$ cat src/rtl/mult_div_unit_pkg.sv
// Shared definitions for the multiply/divide unit: operation and state encodings,
// default width and small operation-decode helpers.
package processor_defs;

   localparam int MD_WIDTH = 32;

   typedef enum logic [1:0] {
      MD_MULT  = 2'b00,
      MD_MULTU = 2'b01,
      MD_DIV   = 2'b10,
      MD_DIVU  = 2'b11
   } md_op_t;

   typedef enum logic [1:0] {
      ST_IDLE  = 2'b00,
      ST_CALC  = 2'b01,
      ST_FIXUP = 2'b10,
      ST_DONE  = 2'b11
   } md_state_t;

   // Divides have OP[1] set
   function automatic logic op_is_div(md_op_t op);
      return op[1];
   endfunction

   // Signed variants have OP[0] clear
   function automatic logic op_is_signed(md_op_t op);
      return ~op[0];
   endfunction

endpackage

$ cat src/rtl/md_iter_datapath.sv
// One-bit-per-cycle iteration engine on unsigned magnitudes.
// Multiply: {hi,lo} is a 2W shift-add accumulator, lo starts as the multiplier.
// Divide: restoring division, hi is the partial remainder and lo shifts the
// dividend out while the quotient bits shift in.
module md_iter_datapath #(
   parameter int WIDTH = 32
) (
   input  logic             CLK,
   input  logic             RESET,
   input  logic             i_load,
   input  logic             i_step,
   input  logic             i_is_div,
   input  logic [WIDTH-1:0] i_a,
   input  logic [WIDTH-1:0] i_b,
   output logic [WIDTH-1:0] o_hi,
   output logic [WIDTH-1:0] o_lo
);

   logic [WIDTH-1:0] r_hi;
   logic [WIDTH-1:0] r_lo;
   logic [WIDTH-1:0] r_b;

   logic [WIDTH:0]   w_sum;
   logic [WIDTH:0]   w_rem_sh;
   logic [WIDTH:0]   w_diff;
   logic             w_ge;

   // Next-step arithmetic, WIDTH+1 bits so the carry / borrow is kept
   always_comb begin
      w_sum    = {1'b0, r_hi} + (r_lo[0] ? {1'b0, r_b} : '0);
      w_rem_sh = {r_hi, r_lo[WIDTH-1]};
      w_diff   = w_rem_sh - {1'b0, r_b};
      w_ge     = (w_rem_sh >= {1'b0, r_b});
   end

   // Load magnitudes on an accepted start, then one iteration per stepping cycle
   always_ff @(posedge CLK) begin
      if (RESET) begin
         r_hi <= '0;
         r_lo <= '0;
         r_b  <= '0;
      end else if (i_load) begin
         r_hi <= '0;
         r_lo <= i_a;
         r_b  <= i_b;
      end else if (i_step) begin
         if (i_is_div) begin
            r_hi <= w_ge ? w_diff[WIDTH-1:0] : w_rem_sh[WIDTH-1:0];
            r_lo <= {r_lo[WIDTH-2:0], w_ge};
         end else begin
            r_hi <= w_sum[WIDTH:1];
            r_lo <= {w_sum[0], r_lo[WIDTH-1:1]};
         end
      end
   end

   assign o_hi = r_hi;
   assign o_lo = r_lo;

endmodule

$ cat src/rtl/mult_div_unit.sv
// Iterative MULT/MULTU/DIV/DIVU unit with HI/LO result registers and MTHI/MTLO.
// Handshake: START is accepted only on a cycle where the FSM is IDLE (BUSY=0 and
// DONE=0); OP/SrcA/SrcB are captured on that edge only. DONE pulses one cycle
// when HI/LO carry the new result. MTHI/MTLO apply only in IDLE with START=0.
module mult_div_unit
   import processor_defs::*;
#(
   parameter int WIDTH = MD_WIDTH,
   parameter int CNT_W = $clog2(WIDTH) + 1
) (
   input  logic             CLK,
   input  logic             RESET,
   input  logic             START,
   input  logic [1:0]       OP,
   input  logic [WIDTH-1:0] SrcA,
   input  logic [WIDTH-1:0] SrcB,
   input  logic             WE_HI,
   input  logic             WE_LO,
   input  logic [WIDTH-1:0] WD,
   output logic             BUSY,
   output logic             DONE,
   output logic             DIV_ZERO,
   output logic [WIDTH-1:0] HI,
   output logic [WIDTH-1:0] LO,
   output md_state_t        DBG_STATE
);

   localparam logic [CNT_W-1:0] LAST_ITER = CNT_W'(WIDTH - 1);

   md_state_t        r_state;
   md_op_t           r_op;
   logic [CNT_W-1:0] r_cnt;
   logic             r_q_neg;
   logic             r_r_neg;
   logic             r_b_zero;
   logic             r_busy;
   logic             r_done;
   logic             r_div_zero;
   logic [WIDTH-1:0] r_hi;
   logic [WIDTH-1:0] r_lo;

   md_op_t           w_op;
   logic             w_a_neg;
   logic             w_b_neg;
   logic [WIDTH-1:0] w_a_mag;
   logic [WIDTH-1:0] w_b_mag;
   logic             w_accept;
   logic [WIDTH-1:0] w_dp_hi;
   logic [WIDTH-1:0] w_dp_lo;
   logic [2*WIDTH-1:0] w_prod;
   logic [WIDTH-1:0] w_fix_hi;
   logic [WIDTH-1:0] w_fix_lo;

   // Operand magnitudes; unsigned ops pass raw values
   always_comb begin
      w_op     = md_op_t'(OP);
      w_a_neg  = op_is_signed(w_op) & SrcA[WIDTH-1];
      w_b_neg  = op_is_signed(w_op) & SrcB[WIDTH-1];
      w_a_mag  = w_a_neg ? -SrcA : SrcA;
      w_b_mag  = w_b_neg ? -SrcB : SrcB;
      w_accept = (r_state == ST_IDLE) && START;
   end

   md_iter_datapath #(.WIDTH(WIDTH)) u_dp (
      .CLK      (CLK),
      .RESET    (RESET),
      .i_load   (w_accept),
      .i_step   (r_state == ST_CALC),
      .i_is_div (op_is_div(w_accept ? w_op : r_op)),
      .i_a      (w_a_mag),
      .i_b      (w_b_mag),
      .o_hi     (w_dp_hi),
      .o_lo     (w_dp_lo)
   );

   // Sign fixup; divide by zero forces LO to all ones, HI recovers SrcA via r_neg
   always_comb begin
      w_prod   = {w_dp_hi, w_dp_lo};
      w_fix_hi = w_dp_hi;
      w_fix_lo = w_dp_lo;
      if (!op_is_div(r_op)) begin
         if (r_q_neg) w_prod = -w_prod;
         w_fix_hi = w_prod[2*WIDTH-1:WIDTH];
         w_fix_lo = w_prod[WIDTH-1:0];
      end else begin
         if (r_q_neg)  w_fix_lo = -w_dp_lo;
         if (r_r_neg)  w_fix_hi = -w_dp_hi;
         if (r_b_zero) w_fix_lo = '1;
      end
   end

   // Control FSM with registered BUSY/DONE/DIV_ZERO and HI/LO ownership
   always_ff @(posedge CLK) begin
      if (RESET) begin
         r_state    <= ST_IDLE;
         r_op       <= MD_MULT;
         r_cnt      <= '0;
         r_q_neg    <= 1'b0;
         r_r_neg    <= 1'b0;
         r_b_zero   <= 1'b0;
         r_busy     <= 1'b0;
         r_done     <= 1'b0;
         r_div_zero <= 1'b0;
         r_hi       <= '0;
         r_lo       <= '0;
      end else begin
         r_done <= 1'b0;
         case (r_state)
            ST_IDLE: begin
               if (START) begin
                  r_op       <= w_op;
                  r_q_neg    <= w_a_neg ^ w_b_neg;
                  r_r_neg    <= w_a_neg;
                  r_b_zero   <= op_is_div(w_op) && (SrcB == '0);
                  r_cnt      <= '0;
                  r_div_zero <= 1'b0;
                  r_busy     <= 1'b1;
                  r_state    <= ST_CALC;
               end else begin
                  if (WE_HI) r_hi <= WD;
                  if (WE_LO) r_lo <= WD;
               end
            end
            ST_CALC: begin
               r_cnt <= r_cnt + 1'b1;
               if (r_cnt == LAST_ITER) r_state <= ST_FIXUP;
            end
            ST_FIXUP: begin
               r_hi       <= w_fix_hi;
               r_lo       <= w_fix_lo;
               r_div_zero <= r_b_zero;
               r_busy     <= 1'b0;
               r_done     <= 1'b1;
               r_state    <= ST_DONE;
            end
            default: begin
               r_state <= ST_IDLE;
            end
         endcase
      end
   end

   assign BUSY      = r_busy;
   assign DONE      = r_done;
   assign DIV_ZERO  = r_div_zero;
   assign HI        = r_hi;
   assign LO        = r_lo;
   assign DBG_STATE = r_state;

endmodule

$ cat config.mk
export PLATFORM = sky130hd
export DESIGN_NAME = mult_div_unit
export DESIGN_NICKNAME = d
export VERILOG_FILES = /design/src/rtl/mult_div_unit_pkg.sv /design/src/rtl/md_iter_datapath.sv /design/src/rtl/mult_div_unit.sv
export SDC_FILE = /design/constraint.sdc
export NUM_CORES = 1
export LEC_CHECK = 0
export ABC_CLOCK_PERIOD_IN_PS = 2800
export BUFFER_PORTS_ARGS = -buffer_cell sky130_fd_sc_hd__buf_2
export CAP_MARGIN = 20
export CORE_ASPECT_RATIO = 1.25
export CORE_MARGIN = 2
export CORE_UTILIZATION = 35
export CTS_CLUSTER_DIAMETER = 40
export DETAILED_ROUTE_END_ITERATION = 10
export HOLD_SLACK_MARGIN = 0.03
export SLEW_MARGIN = 30
export SYNTH_ARGS = -nofsm -noshare
export SYNTH_HDL_FRONTEND = slang
export SYNTH_HIERARCHICAL = 1
export SYNTH_SLANG_ARGS = --single-unit
$ cat constraint.sdc
create_clock -name CLK -period 2.8 [get_ports CLK]
set_input_delay 0.14 -clock CLK [delete_from_list [all_inputs] [get_ports CLK]]
set_output_delay 0.14 -clock CLK [all_outputs]
set_load 0.01 [all_outputs]
-- Yosys cells after proc, flatten, opt, wreduce, memory -nomap -nowiden
Cells that the tools add are included.
- register bits after elaboration: 176
- input port bits: 103
- output and inout bits: 69
- word-level logic and storage cells: 80
- $add $sub $neg: 8
- $lt $le $gt $ge: 1
- equality and inequality tests: 8
- muxes and demuxes: 31
- bitwise operators: 4
- reductions and logical operators: 14
- operator list (operator ; count):
    32-bit two-way mux ; 17
    32-bit negation ; 4
    32-bit case mux with 2 select lines ; 2
    64-bit two-way mux ; 1
    64-bit negation ; 1
    32-bit by 32-bit adder with 33-bit output ; 1
    33-bit by 32-bit >= comparator with 1-bit output ; 1
    32-bit logical NOT ; 1
    32-bit subtractor ; 1
    6-bit case mux with 2 select lines ; 1
    2-bit inequality test (second input constant) ; 5
    2-bit AND reduction ; 4
    6-bit by 1-bit adder with 6-bit output (second input constant) ; 1
    6-bit by 5-bit equality test with 1-bit output (second input constant) ; 1
    2-bit two-way mux ; 3
    6-bit two-way mux ; 1
    2-bit case mux with 3 select lines ; 1
    3-bit AND reduction ; 2
    2-bit nonzero test ; 3
    1-bit case mux with 2 select lines ; 2
    1-bit two-way mux ; 3
    1-bit AND ; 2
    2-bit by 1-bit equality test with 1-bit output (second input constant) ; 1
    2-bit equality test (second input constant) ; 1
    5 further kinds ; 6

-- Longest topological paths before layout
Gate-level depths: netlist (run 1).
- word-level depth: 6
- gate-level depth with buffers: 13

-- Hierarchy
The synthesis (run 1) kept the hierarchy.
- modules (own cells, without submodules) (module ; times used ; cells each ; area each (µm²) ; seq. area each (µm²)):
    md_iter_datapath ; 1 ; 1044 ; 8025.2 ; 1921.8
    mult_div_unit ; 1 ; 890 ; 6512.5 ; 1581.5

-- Worst setup path before layout (run 1)
Ideal clock, no wire load.
- path type: flip-flop to flip-flop
- start: register u_dp.r_lo[0] (netlist: u_dp/o_lo[0])
- end: register u_dp.r_hi[31] (netlist: u_dp/o_hi[31])
- library setup time: 0.117 ns
- arrival: 2.886 ns
- slack: -0.203 ns
- stages on the path, launching flop included: 14
- path buffers: 1
- clock period less this slack: 3.003 ns
- cells stage by stage: dfxtp_1 > clkbuf_1 > and2_1 > ha_1 > fa_1 > a211oi_1 > o211ai_1 > nand2_1 > o311ai_1 > a21oi_1 > o21bai_1 > a31o_2 > a211o_1 > a32o_1
- word-level cells in the longest chain between the ends: 3
- ends and longest elaborated chain (what ; RTL line ; source):
    start, declared ; md_iter_datapath.sv:20 ; logic [WIDTH-1:0] r_lo;
    start signal, assigned ; md_iter_datapath.sv:44 ; r_lo <= i_a;
    start signal, assigned ; md_iter_datapath.sv:49 ; r_lo <= {r_lo[WIDTH-2:0], w_ge};
    start signal, assigned ; md_iter_datapath.sv:52 ; r_lo <= {w_sum[0], r_lo[WIDTH-1:1]};
    32-bit two-way mux ; md_iter_datapath.sv:30 ; w_sum = {1'b0, r_hi} + (r_lo[0] ? {1'b0, r_b} : '0);
    32-bit by 32-bit adder with 33-bit output ; md_iter_datapath.sv:30 ;
    32-bit two-way mux ; md_iter_datapath.sv:47 ; if (i_is_div) begin
    end signal, assigned ; md_iter_datapath.sv:48 ; r_hi <= w_ge ? w_diff[WIDTH-1:0] : w_rem_sh[WIDTH-1:0];
    end signal, assigned ; md_iter_datapath.sv:51 ; r_hi <= w_sum[WIDTH:1];
    end, declared ; md_iter_datapath.sv:19 ; logic [WIDTH-1:0] r_hi;
No other way between the ends.
A chain may end at the register's enable or synchronous reset.

-- Worst setup path after layout (run 1)
Ends and elaborated chain as after synthesis.

==> flow_metrics.env, run 1 <==
export IMPL_outcome="complete, but fails checks"
export IMPL_violations="negative setup slack"
export IMPL_yosysWarningCount=6
export IMPL_cts_root_buffer="clkbuf_16"
export IMPL_path_cells="buf_6 > buf_6 > and2_4 > ha_4 > a211oi_2 > nor2_2 > o41ai_4 > o311ai_2 > a21oi_2 > o21bai_1 > a31o_2 > a211o_1 > a32o_1"
export IMPL_cts_tree="done"
export IMPL_die_height_um=232
export IMPL_io_buffers=171
export IMPL_vias_per_cell=5.62
export IMPL_fin_skew_ps=11.0
export IMPL_crit_fanout=5
export IMPL_final_nets=2493
export IMPL_grt_first_pass_wirelength_um=85100
export IMPL_seqCellArea_mm2=0.00353
export IMPL_ff2ff_path_depth=13
export IMPL_grt_usage_pct=25.4
export IMPL_drt_iter0_markers=1093
export IMPL_cts_sinks=175
export IMPL_netlist_area_mm2=0.0145
export IMPL_synth_seq_cells=175
export IMPL_synth_area_top_cells="dfxtp_1 (24%), ha_1 (6.3%), a21oi_1 (5.9%), nor2_1 (5.6%), xnor2_1 (5.5%)"
export IMPL_finalHoldViolCount=0
export IMPL_layoutNonFillerInstCount=2880
export IMPL_report_final_slew_viol_count=0
export IMPL_synth_top_area_share_pct=24.1
export IMPL_gp_congestion=0.937
export IMPL_antenna_cells=0
export IMPL_setup_ws_ps=-233
export IMPL_ys_types=86
export IMPL_worst_ep_arrival_time_ps=3390
export IMPL_leakage_nw=8.42
export IMPL_multi_input_area_mm2=0.0112
export IMPL_start_util_pct=35.4
export IMPL_ir_drop_v=0.000591
export IMPL_worstSetupPathType="flip-flop to flip-flop"
export IMPL_cpMaxStageDelayCell="dfxtp_4"
export IMPL_max_slew_worst_pin_slew_ps=799
export IMPL_wl_per_cell_um=19.8
export IMPL_synth_top_cell_by_area="dfxtp_1"
export IMPL_die_x_um=186
export IMPL_min_period_over_period_pct=108
export IMPL_post_route_util_pct=47.7
export IMPL_wl_met3_um=2990
export IMPL_dpl_hpwl_um=44200
export IMPL_grt_max_degree=97
export IMPL_async_reset_ff_share_pct=0
export IMPL_max_stage_delay_ps=370
export IMPL_top_layer="met4"
export IMPL_hold_path_depth=4
export IMPL_path_clk_slew_ps=80
export IMPL_drc=0
export IMPL_core_area_mm2=0.0410
export IMPL_ios=172
export IMPL_rsz0062_at_grt="yes"
export IMPL_wl_met1_um=23800
export IMPL_clk_latency_ps=460
export IMPL_synthesis_nets=2112
export IMPL_slew_headroom_pct=46.6
export IMPL_cp_top_family="compound AO/OA/AOI/OAI gates"
export IMPL_synthCells=1934
export IMPL_cpMostUsedCell="buf_6"
export IMPL_synth_ff_type="dfxtp_1"
export IMPL_start_kind="flip-flop"
export IMPL_num_fill_cells=4068
export IMPL_synth_most_common_cell="nor2_1"
export IMPL_vias=16200
export IMPL_crit_buf_inv=2
export IMPL_power_density_mw_per_mm2=982
export IMPL_crit_path_end_kind="flip-flop"
export IMPL_finalSetupViolations=13
export IMPL_wl_um=57000
export IMPL_synth_edf_count=0
export IMPL_hold_path_class="input port to flip-flop"
export IMPL_dpl_cell_count=2811
export IMPL_min_period_ps=3030
export IMPL_required_ps=3150
export IMPL_fmax_mhz=330
export IMPL_antenna_found_initial=0
export IMPL_drive_above_1_share_pct=29.5
export IMPL_syn2layout_area_growth_pct=34.7
export IMPL_numCtsBuffers=17
export IMPL_rows=83
export IMPL_avgSynthCellArea_um2=7.52
export IMPL_drv_cap=0
export IMPL_clockBufferDepth=2
export IMPL_grt_pass1_vias=15100
export IMPL_fp_dieArea_mm2=0.0432
export IMPL_yosysSeqAreaShare_pct=24.1
export IMPL_drt_antenna_violating_nets=0
export IMPL_grt_overflow=0
export IMPL_htree_num_levels=4
export IMPL_wl_met2_um=27400
export IMPL_worstSetupPathDepth=13
export IMPL_drt_pass1_iter_count=7
export IMPL_synth_common_cells="nor2_1 (218), dfxtp_1 (175), a21oi_1 (171)"
## worst register-to-register path, stage by stage (launching register included)
cell and delay (ps):
dfxtp_4 370, buf_6 130, buf_6 110, and2_4 130
ha_4 240, a211oi_2 260, nor2_2 90, o41ai_4 330
o311ai_2 160, a21oi_2 250, o21bai_1 130, a31o_2 220
a211o_1 250, a32o_1 250
## registers in the layout (all words and copies together) (netlist names)
signal / flops
BUSY: 1
r_q_neg: 1
r_cnt: 6
r_b_zero: 1
r_r_neg: 1
u_dp/o_lo: 32
LO: 32
HI: 32
u_dp/o_hi: 32
DIV_ZERO: 1
r_op: 1
u_dp/r_b: 32
DONE: 1
DBG_STATE: 2
## cell type report
type | count | share of cell area, %
Clock inverter | 15 | 0.747
Multi-Input combinational cell | 1572 | 57.2
Inverter | 73 | 1.41
Sequential cell | 175 | 18.0
Timing Repair Buffer | 476 | 16.9
Clock buffer | 17 | 2.17
Tap cell | 552 | 3.53
## where the power goes
part	internal (mW)	total [mW]	switching (mW)
clock	1.18	2.40	1.21
combinational	5.95	13.2	7.30
sequential	3.08	3.58	0.500
total	10.2	19.2	9.01
## cell usage in the layout (no fill, tap or decap), drive strengths merged, types with 47 or more instances in the layout
cell and instances:
dfxtp 175, nor2 218, a211oi 57, xnor2 92, xor2 75, mux2i 72, inv 80, o21ai 144
nand2 158, and2 47, buf 472, ha 73, a21oi 174
## metal layers
layer | GRT usage [%] | vias up
met2 | 43.9 | 568
met3 | 2.85 | 97
li1 | - | 7780
met4 | 12.0 | 0
met1 | 31.2 | 7746
met5 | 0 | -
## cell families after synthesis
kind of cell | count (synthesis) | share of synthesized area, %
buf+inv | 188 | 5.16
xor+xnor | 167 | 10.1
compound gates | 614 | 27.6
mux | 78 | 5.42
flops | 175 | 24.1
fa+ha+maj | 75 | 6.56
simple gates | 637 | 21.1
## path summary, 6_finish.rpt
path                                           startpoint                         end  slack [ps]
worst max-delay path            u_dp/o_lo[0]$_SDFFE_PP0P_  u_dp/o_hi[31]$_SDFFE_PP0P_        -230
worst min-delay path                             SrcA[12]  u_dp/o_lo[12]$_SDFFE_PP0P_          60
worst max register to register  u_dp/o_lo[0]$_SDFFE_PP0P_  u_dp/o_hi[31]$_SDFFE_PP0P_        -230
worst min register to register        LO[30]$_SDFFE_PP0P_         LO[30]$_SDFFE_PP0P_         440
## metrics by stage
| step | power (mW) | setup TNS, ps | setup slack [ps] | hold WS (ps) | instance area [µm²] |
|---|---|---|---|---|---|
| after CTS | 18.1 | -610 | -182 | 34.1 | 18800 |
| after global placement | 14.9 | -3580 | -456 | 424 | 17700 |
| final | 19.2 | -1270 | -233 | 62.4 | 19600 |
| after detailed placement | 15.1 | -4660 | -431 | 426 | 17700 |
| after floorplan | 10.6 | -52.7 | -52.7 | 285 | 14600 |
| after global routing | 20.4 | -3360 | -344 | 42.3 | 19600 |
## timing repair
action,4_1_cts,5_1_grt
hold endpoints to repair,4,0
setup endpoints to repair,35,49
setup buffers,16,18
hold buffers,4,0
gates resized for setup,78,148
cloned,1,1
pin swaps,40,51
No activity file was read; power rests on OpenSTA's default activity.
==> inputs of run 2 (changes only) <==
--- a/config.mk
+++ b/config.mk
@@ -5,7 +5,7 @@
 export SDC_FILE = /design/constraint.sdc
 export NUM_CORES = 1
 export LEC_CHECK = 0
-export ABC_CLOCK_PERIOD_IN_PS = 2800
+export ABC_CLOCK_PERIOD_IN_PS = 3400
 export BUFFER_PORTS_ARGS = -buffer_cell sky130_fd_sc_hd__buf_2
 export CAP_MARGIN = 20
 export CORE_ASPECT_RATIO = 1.25
@@ -14,6 +14,7 @@
 export CTS_CLUSTER_DIAMETER = 40
 export DETAILED_ROUTE_END_ITERATION = 10
 export HOLD_SLACK_MARGIN = 0.03
+export SKIP_CTS_REPAIR_TIMING = 1
 export SLEW_MARGIN = 30
 export SYNTH_ARGS = -nofsm -noshare
 export SYNTH_HDL_FRONTEND = slang
==> constraint.sdc (replaced) <==
create_clock -name CLK -period 3.4 [get_ports CLK]
set_input_delay 0.17 -clock CLK [delete_from_list [all_inputs] [get_ports CLK]]
set_output_delay 0.17 -clock CLK [all_outputs]
set_load 0.01 [all_outputs]
==> flow_metrics.env, run 2 (same netlist as run 1, synthesis figures left out) <==
export IMPL_finalSetupViolations=0
export IMPL_cts_tree="done"
export IMPL_fp_dieArea_mm2=0.0432
export IMPL_p_seq_share_pct=23.1
export IMPL_ios=172
export IMPL_die_height_um=232
export IMPL_finalHoldViolCount=0
export IMPL_switchingPower_mw=6.65
export IMPL_clk_latency_ps=450
export IMPL_numCtsBuffers=17
export IMPL_cts_root_buffer="clkbuf_16"
export IMPL_wl_um=54200
export IMPL_die_x_um=186
export IMPL_grt_use_met3_pct=2.67
export IMPL_vias_per_cell=5.68
export IMPL_rows=83
export IMPL_min_period_ps=3210
export IMPL_crit_path_end_kind="flip-flop"
export IMPL_gr_usage_met1_pct=30.2
export IMPL_grt_busiest_layer="met2"
export IMPL_drt_antenna_violating_nets=0
export IMPL_num_fill_cells=4255
export IMPL_clockBufferDepth=2
export IMPL_wl_per_cell_um=20.3
export IMPL_combPwrFrac_pct=62.1
export IMPL_antenna_found_initial=2
export IMPL_dpl_cell_count=2635
export IMPL_layout_common_cells="nor2_1 (217), dfxtp_1 (175), buf_2 (170), a21oi_1 (168), nand2_1 (158)"
export IMPL_grt_pass1_vias=14400
export IMPL_grt_usage_pct=24.8
export IMPL_drive_above_1_share_pct=15.9
export IMPL_final_nets=2280
export IMPL_report_final_slew_viol_count=0
export IMPL_grt_overflow=0
export IMPL_io_buffers=171
export IMPL_grt_first_pass_wirelength_um=82800
export IMPL_hold_path_class="input port to flip-flop"
export IMPL_layoutNonFillerInstCount=2669
export IMPL_min_period_over_period_pct=94.4
export IMPL_drc=0
export IMPL_max_slew_worst_pin_slew_ps=953
export IMPL_clockPowerShare_pct=14.8
export IMPL_hold_ws_ps=42.4
export IMPL_vias=15200
export IMPL_crit_fanout=13
export IMPL_worstSetupPathType="flip-flop to flip-flop"
export IMPL_cts_sinks=175
export IMPL_fmax_mhz=312
export IMPL_path_clk_slew_ps=80
export IMPL_drv_cap=0
export IMPL_gp_congestion=0.933
export IMPL_power_density_mw_per_mm2=791
export IMPL_htree_num_levels=4
export IMPL_drt_pass1_iter_count=5
export IMPL_outcome="finished, final reports clean"
export IMPL_total_power_mw=13.4
export IMPL_required_ps=3730
export IMPL_leakage_nw=7.20
export IMPL_dpl_hpwl_um=42400
export IMPL_drt_iter0_markers=1005
export IMPL_core_area_mm2=0.0410
export IMPL_worst_ep_arrival_time_ps=3540
export IMPL_p_sw_share_pct=49.5
export IMPL_p_int_mw=6.77
export IMPL_syn2layout_area_growth_pct=16.8
export IMPL_gr_usage_met2_pct=42.7
export IMPL_slew_headroom_pct=36.2
export IMPL_ir_drop_v=0.000451
export IMPL_fin_skew_ps=18.2
export IMPL_start_util_pct=35.4
export IMPL_start_kind="flip-flop"
export IMPL_grt_max_degree=94
export IMPL_final_common_cell="nor2_1"
-- run 2: power by group through the flow --
stage | sequential, mW | combinational [mW] | clock (mW)
floorplan | 3.07 | 5.63 | 0
global placement | 3.13 | 8.15 | 0
detailed placement | 3.14 | 8.18 | 0
CTS | 3.09 | 8.23 | 2.01
global route | 3.15 | 9.08 | 2.11
finish | 3.10 | 8.33 | 1.99
-- run 2: worst max-delay path, stage by stage (launching register included) --
cell,delay (ps)
dfxtp_1,340
buf_4,180
buf_4,180
and2_1,140
ha_1,370
a211oi_1,290
o21ai_0,130
a221oi_1,380
o21ai_1,190
o31a_1,270
o21a_1,180
o311ai_0,310
nand3_1,110
-- run 2: stage by stage --
step | setup TNS (ps) | setup slack [ps] | instance area [µm²] | util [%]
2_1_floorplan | 0 | 397 | 14500 | -
3_3_place_gp | 0 | 197 | 16400 | 39.9
3_5_place_dp | 0 | 173 | 16400 | 39.9
4_1_cts | 0 | 131 | 16900 | 41.3
5_1_grt | -29.1 | -29.1 | 17000 | 41.4
6_report | 0 | 192 | 17000 | 41.4
-- run 2: worst paths after layout --
path	slack [ps]	endpoint	cells past startpoint	from
hold / removal	40	LO[29]$_SDFFE_PP0P_	3	WD[29]
setup / recovery	190	u_dp/o_hi[24]$_SDFFE_PP0P_	12	u_dp/o_lo[0]$_SDFFE_PP0P_
setup reg to reg	190	u_dp/o_hi[24]$_SDFFE_PP0P_	12	u_dp/o_lo[0]$_SDFFE_PP0P_
hold reg to reg	440	LO[29]$_SDFFE_PP0P_	2	LO[29]$_SDFFE_PP0P_
-- run 2: cell type report --
class | count | area (µm²) | share of cell area, %
antenna | 2 | 5.00 | 0.0295
clock inverter | 14 | 144 | 0.848
inverter | 73 | 275 | 1.62
multi-input combinational | 1571 | 10300 | 60.8
sequential | 175 | 3500 | 20.6
clock buffer | 18 | 439 | 2.59
timing repair buffer | 264 | 1590 | 9.39
tap | 552 | 691 | 4.07
-- run 2: per-layer routing --
layer	vias up	part of all wire, %
li1	7356	-
met1	7091	41
met2	588	48
met3	115	5.4
met4	0	5.1
met5	-	0
==> inputs of run 3 (changes only) <==
--- a/config.mk
+++ b/config.mk
@@ -5,6 +5,7 @@
 export SDC_FILE = /design/constraint.sdc
 export NUM_CORES = 1
 export LEC_CHECK = 0
+export ABC_AREA = 1
 export ABC_CLOCK_PERIOD_IN_PS = 3400
 export BUFFER_PORTS_ARGS = -buffer_cell sky130_fd_sc_hd__buf_2
 export CAP_MARGIN = 20
==> flow_metrics.env, run 3 <==
export IMPL_ios=172
export IMPL_synth_top_area_share_pct=20.2
export IMPL_layout_common_cells="nand2_1 (815), inv_1 (387), nor2_1 (340), a21oi_1 (248), o21ai_0 (237)"
export IMPL_cts_tree="done"
export IMPL_finalHoldViolCount=0
export IMPL_start_util_pct=35.3
export IMPL_grt_usage_pct=27.3
export IMPL_netlist_area_mm2=0.0173
export IMPL_rows=91
export IMPL_path_cells="buf_12 > nand2_1 > inv_1 > ha_1 > nand2_1 > nor2_1 > inv_1 > nor2_1 > nand4_1 > nand3_1 > nand2_1 > nand3_1 > nand4_1 > nand2_1 > inv_1"
export IMPL_rsz0062_at_grt="no"
export IMPL_async_reset_ff_share_pct=0
export IMPL_yosysSeqAreaShare_pct=20.2
export IMPL_required_ps=3770
export IMPL_yosysWarningCount=6
export IMPL_crit_buf_inv=4
export IMPL_grt_first_pass_wirelength_um=108000
export IMPL_synth_edf_count=0
export IMPL_p_int_mw=7.06
export IMPL_ys_types=52
export IMPL_fp_dieArea_mm2=0.0514
export IMPL_ir_drop_v=0.000354
export IMPL_drv_cap=0
export IMPL_p_sw_share_pct=56.6
export IMPL_numCtsBuffers=17
export IMPL_crit_fanout=22
export IMPL_cpMaxStageDelayCell="nor2_1"
export IMPL_synth_most_common_cell="nand2_1"
export IMPL_power_density_mw_per_mm2=832
export IMPL_drt_iter0_markers=1783
export IMPL_post_route_util_pct=39.7
export IMPL_max_slew_worst_pin_slew_ps=916
export IMPL_gp_congestion=1.01
export IMPL_crit_path_end_kind="flip-flop"
export IMPL_path_clk_slew_ps=70
export IMPL_worst_ep_arrival_time_ps=3370
export IMPL_setup_tns_ps=0
export IMPL_core_area_mm2=0.0492
export IMPL_cts_root_buffer="clkbuf_16"
export IMPL_avgSynthCellArea_um2=5.74
export IMPL_max_stage_delay_ps=410
export IMPL_final_nets=3325
export IMPL_htree_num_levels=4
export IMPL_antenna_cells=0
export IMPL_fmax_mhz=334
export IMPL_drive_above_1_share_pct=12.0
export IMPL_outcome="finished, final reports clean"
export IMPL_drt_antenna_violating_nets=0
export IMPL_p_seq_share_pct=20.5
export IMPL_cp_top_family="simple AND/OR/NAND/NOR gates"
export IMPL_switchingPower_mw=9.20
export IMPL_grt_pass1_vias=19200
export IMPL_cts_sinks=175
export IMPL_synth_top_cell_by_area="dfxtp_1"
export IMPL_grt_overflow=0
export IMPL_synth_common_cells="nand2_1 (816), inv_1 (387), nor2_1 (342)"
export IMPL_grt_max_degree=76
export IMPL_fin_skew_ps=16.8
export IMPL_report_final_slew_viol_count=0
export IMPL_leakage_nw=9.80
export IMPL_synthCells=3019
export IMPL_die_height_um=253
export IMPL_syn2layout_area_growth_pct=12.7
export IMPL_wl_per_cell_um=18.5
export IMPL_slew_headroom_pct=38.8
export IMPL_die_x_um=203
export IMPL_synthesis_nets=3197
export IMPL_min_period_ps=3000
export IMPL_antenna_found_initial=0
export IMPL_clk_latency_ps=480
export IMPL_vias=20000
export IMPL_min_period_over_period_pct=88.2
export IMPL_start_kind="flip-flop"
export IMPL_drc=0
export IMPL_cpMostUsedCell="nand2_1"
export IMPL_vias_per_cell=5.26
export IMPL_final_common_cell="nand2_1"
export IMPL_combPwrFrac_pct=66.4
export IMPL_num_fill_cells=5546
export IMPL_hold_path_class="input port to flip-flop"
export IMPL_clockPowerShare_pct=13.1
export IMPL_synth_seq_cells=175
export IMPL_io_buffers=171
export IMPL_wl_um=70500
export IMPL_worstSetupPathType="flip-flop to flip-flop"
export IMPL_synth_area_top_cells="dfxtp_1 (20%), nand2_1 (18%), inv_1 (8.4%), nor2_1 (7.4%), a21oi_1 (7.2%)"
export IMPL_drt_pass1_iter_count=6
export IMPL_synth_ff_type="dfxtp_1"
export IMPL_finalSetupViolations=0
export IMPL_dpl_hpwl_um=57800
export IMPL_clockBufferDepth=2
==> run 3: worst paths after layout <==
check / slack [ps] / startpoint / endpoint / cells after the start
hold / removal: 30 / WD[2] / HI[2]$_SDFFE_PP0P_ / 3
setup reg to reg: 400 / u_dp/o_lo[0]$_SDFFE_PP0P_ / u_dp/o_hi[17]$_SDFFE_PP0P_ / 15
hold reg to reg: 480 / u_dp/r_b[23]$_SDFFE_PP0P_ / u_dp/r_b[23]$_SDFFE_PP0P_ / 2
setup / recovery: 400 / u_dp/o_lo[0]$_SDFFE_PP0P_ / u_dp/o_hi[17]$_SDFFE_PP0P_ / 15
==> run 3: final cells by class <==
type / instances / area, µm² / share of cell area [%]
Tap cell: 651 / 815 / 4.17
Clock buffer: 18 / 439 / 2.25
Clock inverter: 13 / 175 / 0.896
Timing Repair Buffer: 218 / 1240 / 6.34
Multi-Input combinational cell: 2334 / 11900 / 60.7
Sequential cell: 175 / 3500 / 17.9
Inverter: 401 / 1510 / 7.70
==> run 3: stage by stage <==
| step | area [µm²] | instances | total power [mW] | hold WS (ps) | worst slack [ps] |
|---|---|---|---|---|---|
| floorplan | 17300 | 3019 | 10.8 | 305 | 967 |
| global placement | 18900 | 3777 | 14.0 | 465 | 524 |
| detailed placement | 18900 | 3777 | 13.9 | 470 | 545 |
| CTS | 19500 | 3808 | 16.1 | -26.0 | 528 |
| global route | 19500 | 3810 | 17.6 | 33.1 | 240 |
| finish | 19500 | 3810 | 16.3 | 31.1 | 403 |
==> run 3: cell families (layout without fill, tap and decap cells) <==
kind of cell	count (synthesis)	after routing	synth area share, %
adders and majority gates	75	75	5.50
DFF	175	175	20.2
buffers and inverters	510	650	11.5
xor gates and xnor gates	81	81	4.09
AOI/OAI and AO/OA	635	635	20.2
and+or+nand+nor	1543	1543	38.5
==> run 3: tightest hold or removal path: cells and delay by family <==
family / cells / cell delay [ps]
buffers and inverters: 1 / 110
AO/OA/AOI/OAI: 2 / 180
==> run 3: power groups by stage <==
stage	Sequential, mW	Combinational [mW]	Clock (mW)
finish	3.33	10.8	2.13
global route	3.39	12.0	2.23
CTS	3.30	10.6	2.16
detailed placement	3.34	10.6	0
global placement	3.34	10.6	0
floorplan	3.21	7.55	0
==> run 3: metal layers <==
layer  vias up  track usage (%)  wire length [µm]
met5         -                0                 0
met4         0             13.7              3560
met3       144             2.81              3490
met2       687             47.1             33300
met1      9165             33.8             30100
li1      10000                -                 -
